$ cat src/rtl/rpn_eval_core.sv
// rpn_eval_core: postfix (RPN) expression evaluator with an internal operand stack.
//
// Operands are pushed with NUM_STB. Each OP_STB pops two entries and pushes the
// result: a = entry below top, b = top, result = a op b. The operators are
// "+", "-" and "*" (result wraps to WIDTH bits), "/" and "%" (unsigned). END_STB
// emits the single remaining entry on RESULT with a RESULT_STB pulse. Malformed
// input raises ERR_STB with a cause on ERR_CODE, clears the stack, and (except
// for an error at END) discards input until the next END_STB.
//
// Ports
//   CLK, RST          clock (rising edge) and asynchronous active-low reset
//   NUM_DATA/NUM_STB  operand value and push strobe
//   OP_CODE/OP_STB    ASCII operator and execute strobe
//   END_STB           end of expression
//   BUSY              strobes are ignored while high
//   RESULT/RESULT_STB result value (held between pulses) and one-cycle pulse
//   ERR_STB/ERR_CODE  one-cycle error pulse and held cause:
//                     1 underflow, 2 overflow, 3 divide by zero,
//                     4 bad operator, 5 END with depth != 1, 6 strobe collision
//   DEPTH_OUT         current stack occupancy
module rpn_eval_core #(
  parameter int WIDTH = 32,
  parameter int DEPTH = 16,
  parameter int PW    = $clog2(DEPTH + 1)
) (
  input  logic             CLK,
  input  logic             RST,
  input  logic [WIDTH-1:0] NUM_DATA,
  input  logic             NUM_STB,
  input  logic [7:0]       OP_CODE,
  input  logic             OP_STB,
  input  logic             END_STB,
  output logic             BUSY,
  output logic [WIDTH-1:0] RESULT,
  output logic             RESULT_STB,
  output logic             ERR_STB,
  output logic [2:0]       ERR_CODE,
  output logic [PW-1:0]    DEPTH_OUT
);

  localparam int AW = $clog2(DEPTH);
  localparam int CW = $clog2(WIDTH);

  typedef enum logic [1:0] {S_IDLE, S_ALU, S_DIV, S_DRAIN} state_e;
  typedef enum logic [2:0] {OP_ADD, OP_SUB, OP_MUL, OP_DIV, OP_MOD} op_e;

  localparam logic [2:0] E_UNDER = 3'd1;
  localparam logic [2:0] E_OVER  = 3'd2;
  localparam logic [2:0] E_DIVZ  = 3'd3;
  localparam logic [2:0] E_BADOP = 3'd4;
  localparam logic [2:0] E_END   = 3'd5;
  localparam logic [2:0] E_MULTI = 3'd6;

  state_e           state_q, state_d;
  op_e              op_q, op_d;
  logic [PW-1:0]    sp_q, sp_d;
  logic [CW-1:0]    cnt_q, cnt_d;
  logic [WIDTH-1:0] quo_q, quo_d;
  logic [WIDTH-1:0] rem_q, rem_d;
  logic [WIDTH-1:0] dvsr_q, dvsr_d;
  logic [WIDTH-1:0] result_q, result_d;
  logic             result_stb_q, result_stb_d;
  logic             err_stb_q, err_stb_d;
  logic [2:0]       err_code_q, err_code_d;

  // Operand stack storage and its single write port.
  logic [WIDTH-1:0] stack_mem [DEPTH];
  logic             we;
  logic [AW-1:0]    waddr;
  logic [WIDTH-1:0] wdata;

  // Top (b) and the entry below it (a); indices wrap harmlessly when shallow.
  logic [AW-1:0]    top_idx, nxt_idx;
  logic [WIDTH-1:0] top_val, nxt_val;
  assign top_idx = AW'(sp_q - PW'(1));
  assign nxt_idx = AW'(sp_q - PW'(2));
  assign top_val = stack_mem[top_idx];
  assign nxt_val = stack_mem[nxt_idx];

  // Operator decode.
  logic op_valid;
  op_e  op_dec;
  always_comb begin
    // NOTE: every output of a combinational block gets a default before any
    // branch; a path that leaves one unassigned would infer a latch.
    op_valid = 1'b1;
    op_dec   = OP_ADD;
    case (OP_CODE)
      8'h2B:   op_dec = OP_ADD;   // "+"
      8'h2D:   op_dec = OP_SUB;   // "-"
      8'h2A:   op_dec = OP_MUL;   // "*"
      8'h2F:   op_dec = OP_DIV;   // "/"
      8'h25:   op_dec = OP_MOD;   // "%"
      default: op_valid = 1'b0;
    endcase
  end

  // Single-cycle operators.
  logic [WIDTH-1:0] alu_res;
  always_comb begin
    case (op_q)
      OP_SUB:  alu_res = nxt_val - top_val;
      OP_MUL:  alu_res = nxt_val * top_val;
      default: alu_res = nxt_val + top_val;
    endcase
  end

  // One restoring-division step: the dividend shifts out of quo_q MSB-first
  // into the partial remainder while quotient bits shift in from the bottom.
  logic [WIDTH:0]   div_shift;
  logic             div_ge;
  logic [WIDTH-1:0] rem_next, quo_next;
  always_comb begin
    div_shift = {rem_q, quo_q[WIDTH-1]};
    div_ge    = div_shift >= {1'b0, dvsr_q};
    rem_next  = div_ge ? WIDTH'(div_shift - {1'b0, dvsr_q}) : div_shift[WIDTH-1:0];
    quo_next  = {quo_q[WIDTH-2:0], div_ge};
  end

  logic multi_stb;
  assign multi_stb = (NUM_STB & OP_STB) | (NUM_STB & END_STB) | (OP_STB & END_STB);

  logic       err;
  logic [2:0] err_val;
  logic       err_to_idle;

  always_comb begin
    state_d      = state_q;
    op_d         = op_q;
    sp_d         = sp_q;
    cnt_d        = cnt_q;
    quo_d        = quo_q;
    rem_d        = rem_q;
    dvsr_d       = dvsr_q;
    result_d     = result_q;
    result_stb_d = 1'b0;
    err_stb_d    = 1'b0;
    err_code_d   = err_code_q;
    we           = 1'b0;
    waddr        = AW'(sp_q);
    wdata        = NUM_DATA;
    err          = 1'b0;
    err_val      = 3'd0;
    err_to_idle  = 1'b0;

    case (state_q)
      S_IDLE: begin
        if (multi_stb) begin
          err         = 1'b1;
          err_val     = E_MULTI;
          err_to_idle = END_STB;  // expression already terminated
        end else if (NUM_STB) begin
          if (sp_q == PW'(DEPTH)) begin
            err     = 1'b1;
            err_val = E_OVER;
          end else begin
            we   = 1'b1;
            sp_d = sp_q + PW'(1);
          end
        end else if (OP_STB) begin
          if (sp_q < PW'(2)) begin
            err     = 1'b1;
            err_val = E_UNDER;
          end else if (!op_valid) begin
            err     = 1'b1;
            err_val = E_BADOP;
          end else if (op_dec == OP_DIV || op_dec == OP_MOD) begin
            if (top_val == '0) begin
              err     = 1'b1;
              err_val = E_DIVZ;
            end else begin
              op_d    = op_dec;
              state_d = S_DIV;
              cnt_d   = CW'(WIDTH - 1);
              quo_d   = nxt_val;
              rem_d   = '0;
              dvsr_d  = top_val;
            end
          end else begin
            op_d    = op_dec;
            state_d = S_ALU;
          end
        end else if (END_STB) begin
          if (sp_q == PW'(1)) begin
            result_d     = top_val;
            result_stb_d = 1'b1;
            sp_d         = '0;
          end else begin
            err         = 1'b1;
            err_val     = E_END;
            err_to_idle = 1'b1;
          end
        end
      end

      S_ALU: begin
        we      = 1'b1;
        waddr   = nxt_idx;
        wdata   = alu_res;
        sp_d    = sp_q - PW'(1);
        state_d = S_IDLE;
      end

      S_DIV: begin
        quo_d = quo_next;
        rem_d = rem_next;
        cnt_d = cnt_q - CW'(1);
        if (cnt_q == '0) begin
          we      = 1'b1;
          waddr   = nxt_idx;
          wdata   = (op_q == OP_MOD) ? rem_next : quo_next;
          sp_d    = sp_q - PW'(1);
          state_d = S_IDLE;
        end
      end

      S_DRAIN: begin
        if (END_STB) state_d = S_IDLE;
      end

      default: state_d = S_IDLE;
    endcase

    if (err) begin
      err_stb_d  = 1'b1;
      err_code_d = err_val;
      sp_d       = '0;
      state_d    = err_to_idle ? S_IDLE : S_DRAIN;
    end
  end

  // NOTE: the stack array has no reset; occupancy is tracked by sp_q alone, so
  // stale contents are never observed and the array can map onto plain RAM.
  always_ff @(posedge CLK) begin
    if (we) stack_mem[waddr] <= wdata;
  end

  // NOTE: state registers use non-blocking assignments so every flop samples
  // the pre-edge values regardless of statement order.
  always_ff @(posedge CLK or negedge RST) begin
    if (!RST) begin
      state_q      <= S_IDLE;
      op_q         <= OP_ADD;
      sp_q         <= '0;
      cnt_q        <= '0;
      quo_q        <= '0;
      rem_q        <= '0;
      dvsr_q       <= '0;
      result_q     <= '0;
      result_stb_q <= 1'b0;
      err_stb_q    <= 1'b0;
      err_code_q   <= 3'd0;
    end else begin
      state_q      <= state_d;
      op_q         <= op_d;
      sp_q         <= sp_d;
      cnt_q        <= cnt_d;
      quo_q        <= quo_d;
      rem_q        <= rem_d;
      dvsr_q       <= dvsr_d;
      result_q     <= result_d;
      result_stb_q <= result_stb_d;
      err_stb_q    <= err_stb_d;
      err_code_q   <= err_code_d;
    end
  end

  assign BUSY       = (state_q == S_ALU) || (state_q == S_DIV);
  assign RESULT     = result_q;
  assign RESULT_STB = result_stb_q;
  assign ERR_STB    = err_stb_q;
  assign ERR_CODE   = err_code_q;
  assign DEPTH_OUT  = sp_q;

endmodule

$ cat config.mk
export PLATFORM = sky130hd
export DESIGN_NAME = rpn_eval_core
export DESIGN_NICKNAME = d
export VERILOG_FILES = /design/src/rtl/rpn_eval_core.sv
export SDC_FILE = /design/constraint.sdc
export NUM_CORES = 2
export LEC_CHECK = 0
export BUFFER_PORTS_ARGS = -buffer_cell sky130_fd_sc_hd__buf_2
export CAP_MARGIN = 20
export CORE_MARGIN = 2
export CORE_UTILIZATION = 55
export DETAILED_ROUTE_END_ITERATION = 6
export PLACE_DENSITY_LB_ADDON = 0.25
export SETUP_SLACK_MARGIN = 0.05
export SLEW_MARGIN = 0
export SYNTH_ARGS = -nofsm -noshare
export SYNTH_HDL_FRONTEND = slang
export SYNTH_SLANG_ARGS = --single-unit
$ cat constraint.sdc
create_clock -name CLK -period 22 [get_ports CLK]
set_input_delay 3.3 -clock CLK [delete_from_list [all_inputs] [get_ports CLK]]
set_output_delay 3.3 -clock CLK [all_outputs]
set_load 0.005 [all_outputs]
==> qor.csv <==
stage,metric,value,unit
synthesis,synth.area.mux_share,13.5,%
timing,fin_skew,39.7,ps
final_layout,final_util,60.2,%
worst_setup_path,rrSetupSlack,9420,ps
synthesis,synth_nets,5170,
worst_setup_path,crit_type,reg -> reg,
timing,fin_crit_sh,57.2,%
place,place.gp.congestion,0.995,
grt,antenna_found_initial,14,
worst_setup_path,cp_slowest_cell,dfrtp_4,
grt,grt_max_degree,107,
floorplan,rows,111,
route,ant_nets,0,
timing,slew_violations,0,
worst_setup_path,cpLargestDelayFamily,adder cells,
timing,hold_violations,0,
synthesis,async_reset_ff_share,22.4,%
route,firstDrtPassIters,7,
route,num_vias,37100,
synthesis,netlist.area_leader.share,30.2,%
cts,post_cts_buffers,0,
synthesis,ys_warn_count,0,
worst_setup_path,cp-end-kind,flip-flop,
grt,grt-ovfl-total,0,
synthesis,synth.distinct_cells,88,
synthesis,yosys.area_share.simple,11.0,%
floorplan,dieWidth,308,um
synthesis,synth_ff_type,edfxtp_1,
worst_hold_path,min_path_cells,2,
worst_hold_path,hp-class,reg -> reg,
cts,cts_hold_buf,0,
floorplan,dieArea,95100,um^2
final_layout,drive_gt1_share,15.8,%
synthesis,syn_area,51000,um^2
cts,cts_tree,done,
place,portBuffers,87,
synthesis,synth_compound_gate_area_share,7.55,%
floorplan,core,91800,um^2
worst_setup_path,critPathRequiredTime,22090,ps
synthesis,syn_area_per_cell,11.3,um^2
status,status,completed,
timing,tns,0,ps
synthesis,synth_top_family_by_area,adder cells,
route,wl_per_cell,27.2,um
cts,clockBufferDepth,3,
synthesis,syn-instance-count,4513,
final_layout,fillCellCount,7349,
route,drtIter0Drc,4587,
cts,cts-root-buf,clkbuf_16,
final_layout,layout.nets,5187,
cts,cts.sinks,660,
grt,grt_pass1_wl,237000,um
timing,tightest_slew,1180,ps
place,dp_hpwl,106000,um
worst_setup_path,cp-start-kind,flip-flop,
worst_setup_path,reg2reg_depth,36,
route,drt-total-wl,159000,um
route,drc,0,
place,dp.cells,5698,
worst_setup_path,path_depth,36,
final_layout,layoutNonFillerInstCount,5831,
timing,rsz0062_at_grt,no,
timing,max_freq,79.5,MHz
synthesis,ys_seq_area_share,37.4,%
worst_setup_path,crit_path_max_incr_delay,1010,ps
grt,grt_pass1_vias,37100,
cts,cts_resized,0,
floorplan,ios,88,
final_layout,seq_area,19100,um^2
worst_setup_path,cp_data_arrival_time,12670,ps
synthesis,synth-adder-area-share,21.1,%
synthesis,synthTopCellsByArea,"edfxtp_1 30%, fa_1 16%, mux4_2 12%",
timing,min_period,12580,ps
synthesis,yosys_register_bits,660,
cts,htree_levels,3,
floorplan,die_h,308,um
cts,numCtsBuffers,71,
worst_setup_path,critPathMaxFanout,51,
timing,slew_headroom,21.3,%
route,vias_per_cell,6.36,
final_layout,multiInputGateArea,29000,um^2
worst_setup_path,path_buf_inv,9,
final_layout,area_delta_synth_final,8.52,%
timing,finalSetupViolCount,0,
run,cap_violations,0,
grt,grt.total_usage,34.2,%
cts,worstSkewPairLatency,650,ps
synthesis,synth-xor-area-share,3.00,%
synthesis,synth_edf_count,512,
cts,clk_pin_slew,60,ps
synthesis,synth_top_area_cell,edfxtp_1,
floorplan,initial_core_util,55.5,%
## per-stage QoR
step | cell area [um^2] | hold slack [ps] | worst slack, ps
detailed placement | 52900 | 465 | 9170
CTS | 55300 | 476 | 9140
finish | 55300 | 469 | 9420
floorplan | 51000 | 450 | 10990
global placement | 52900 | 456 | 9290
global route | 55300 | 501 | 8730
## cell usage after synthesis, types with 7 or more instances
cell / number
a211oi_1: 12
a21o_1: 44
a21oi_1: 134
a221o_1: 10
a22oi_1: 10
a31oi_1: 19
and2_1: 21
and3_1: 20
buf_1: 12
buf_2: 58
buf_4: 12
buf_6: 17
clkbuf_1: 150
dfrtp_1: 148
edfxtp_1: 512
fa_1: 410
ha_1: 202
inv_1: 528
inv_2: 7
mux2_2: 20
mux2i_1: 52
mux4_2: 268
nand2_1: 552
nand2b_1: 35
nand3_1: 70
nand4_1: 13
nor2_1: 482
nor2b_1: 27
nor3_1: 20
o211ai_1: 7
o21a_1: 15
o21ai_0: 210
o21ai_1: 16
o21ai_2: 10
o21bai_1: 16
o221a_2: 9
o22ai_1: 26
o31ai_1: 21
or2_2: 41
or3_1: 10
xnor2_1: 122
xor2_1: 43
## cell families after synthesis
logic type	Yosys count
buffers and inverters	792
and+or+nand+nor	1320
adders and majority gates	612
xor gates and xnor gates	169
DFF	660
AOI/OAI and AO/OA	616
muxes	344
## tightest hold or removal path, cell delays in order (launching register included)
cell     delay, ps
dfrtp_1        330
nand2_1         40
o21ai_0         60
## routing by layer
| layer | up-vias | part of all wire [%] | track usage [%] |
|---|---|---|---|
| li1 | 15600 | - | - |
| met1 | 18600 | 36 | 44.8 |
| met2 | 2342 | 46 | 53.1 |
| met3 | 522 | 12 | 8.44 |
| met4 | 16 | 5.9 | 17.5 |
| met5 | - | 0.11 | 0.620 |
## layout make-up
type / count / area share [%]
clock buffer: 91 / 3.46
sequential: 660 / 34.5
inverter: 539 / 3.66
tap: 1243 / 2.81
antenna: 4 / 0.0181
timing repair buffer: 197 / 2.34
clock inverter: 36 / 0.824
multi-input combinational: 3061 / 52.4
## state kept, by name, indices dropped and copies added, names as in the netlist
register    count
dvsr_q         32
quo_q          32
rem_q          32
stack_mem     512
state_q         2
op_q            3
DEPTH_OUT       5
RESULT         32
ERR_STB         1
RESULT_STB      1
ERR_CODE        3
cnt_q           5
## path summary, 6_finish.rpt
| check | start | end |
|---|---|---|
| max in group asynchronous | RST | rem_q[20] |
| min reg2reg | RESULT[21] | RESULT[21] |
| max reg2reg | DEPTH_OUT[0] | stack_mem[2][30] |
| min | RESULT[21] | RESULT[21] |
| max | DEPTH_OUT[0] | stack_mem[2][30] |
| min in group asynchronous | RST | cnt_q[0] |
## cells in the final DEF (no fill, tap or decap), types with 52 or more instances in the layout
| cell type | instances |
|---|---|
| fa_1 | 410 |
| nand2_1 | 552 |
| o21ai_0 | 194 |
| a21oi_1 | 133 |
| inv_1 | 528 |
| mux2i_1 | 52 |
| xnor2_1 | 120 |
| buf_4 | 108 |
| edfxtp_1 | 512 |
| nand3_1 | 69 |
| nor2_1 | 466 |
| dfrtp_1 | 146 |
| buf_2 | 86 |
| clkbuf_16 | 72 |
| mux4_2 | 268 |
| ha_1 | 200 |
Power is left out: the tool's default activity adds up to more than one toggle a clock period on the data nets, which glitch-free logic cannot reach.
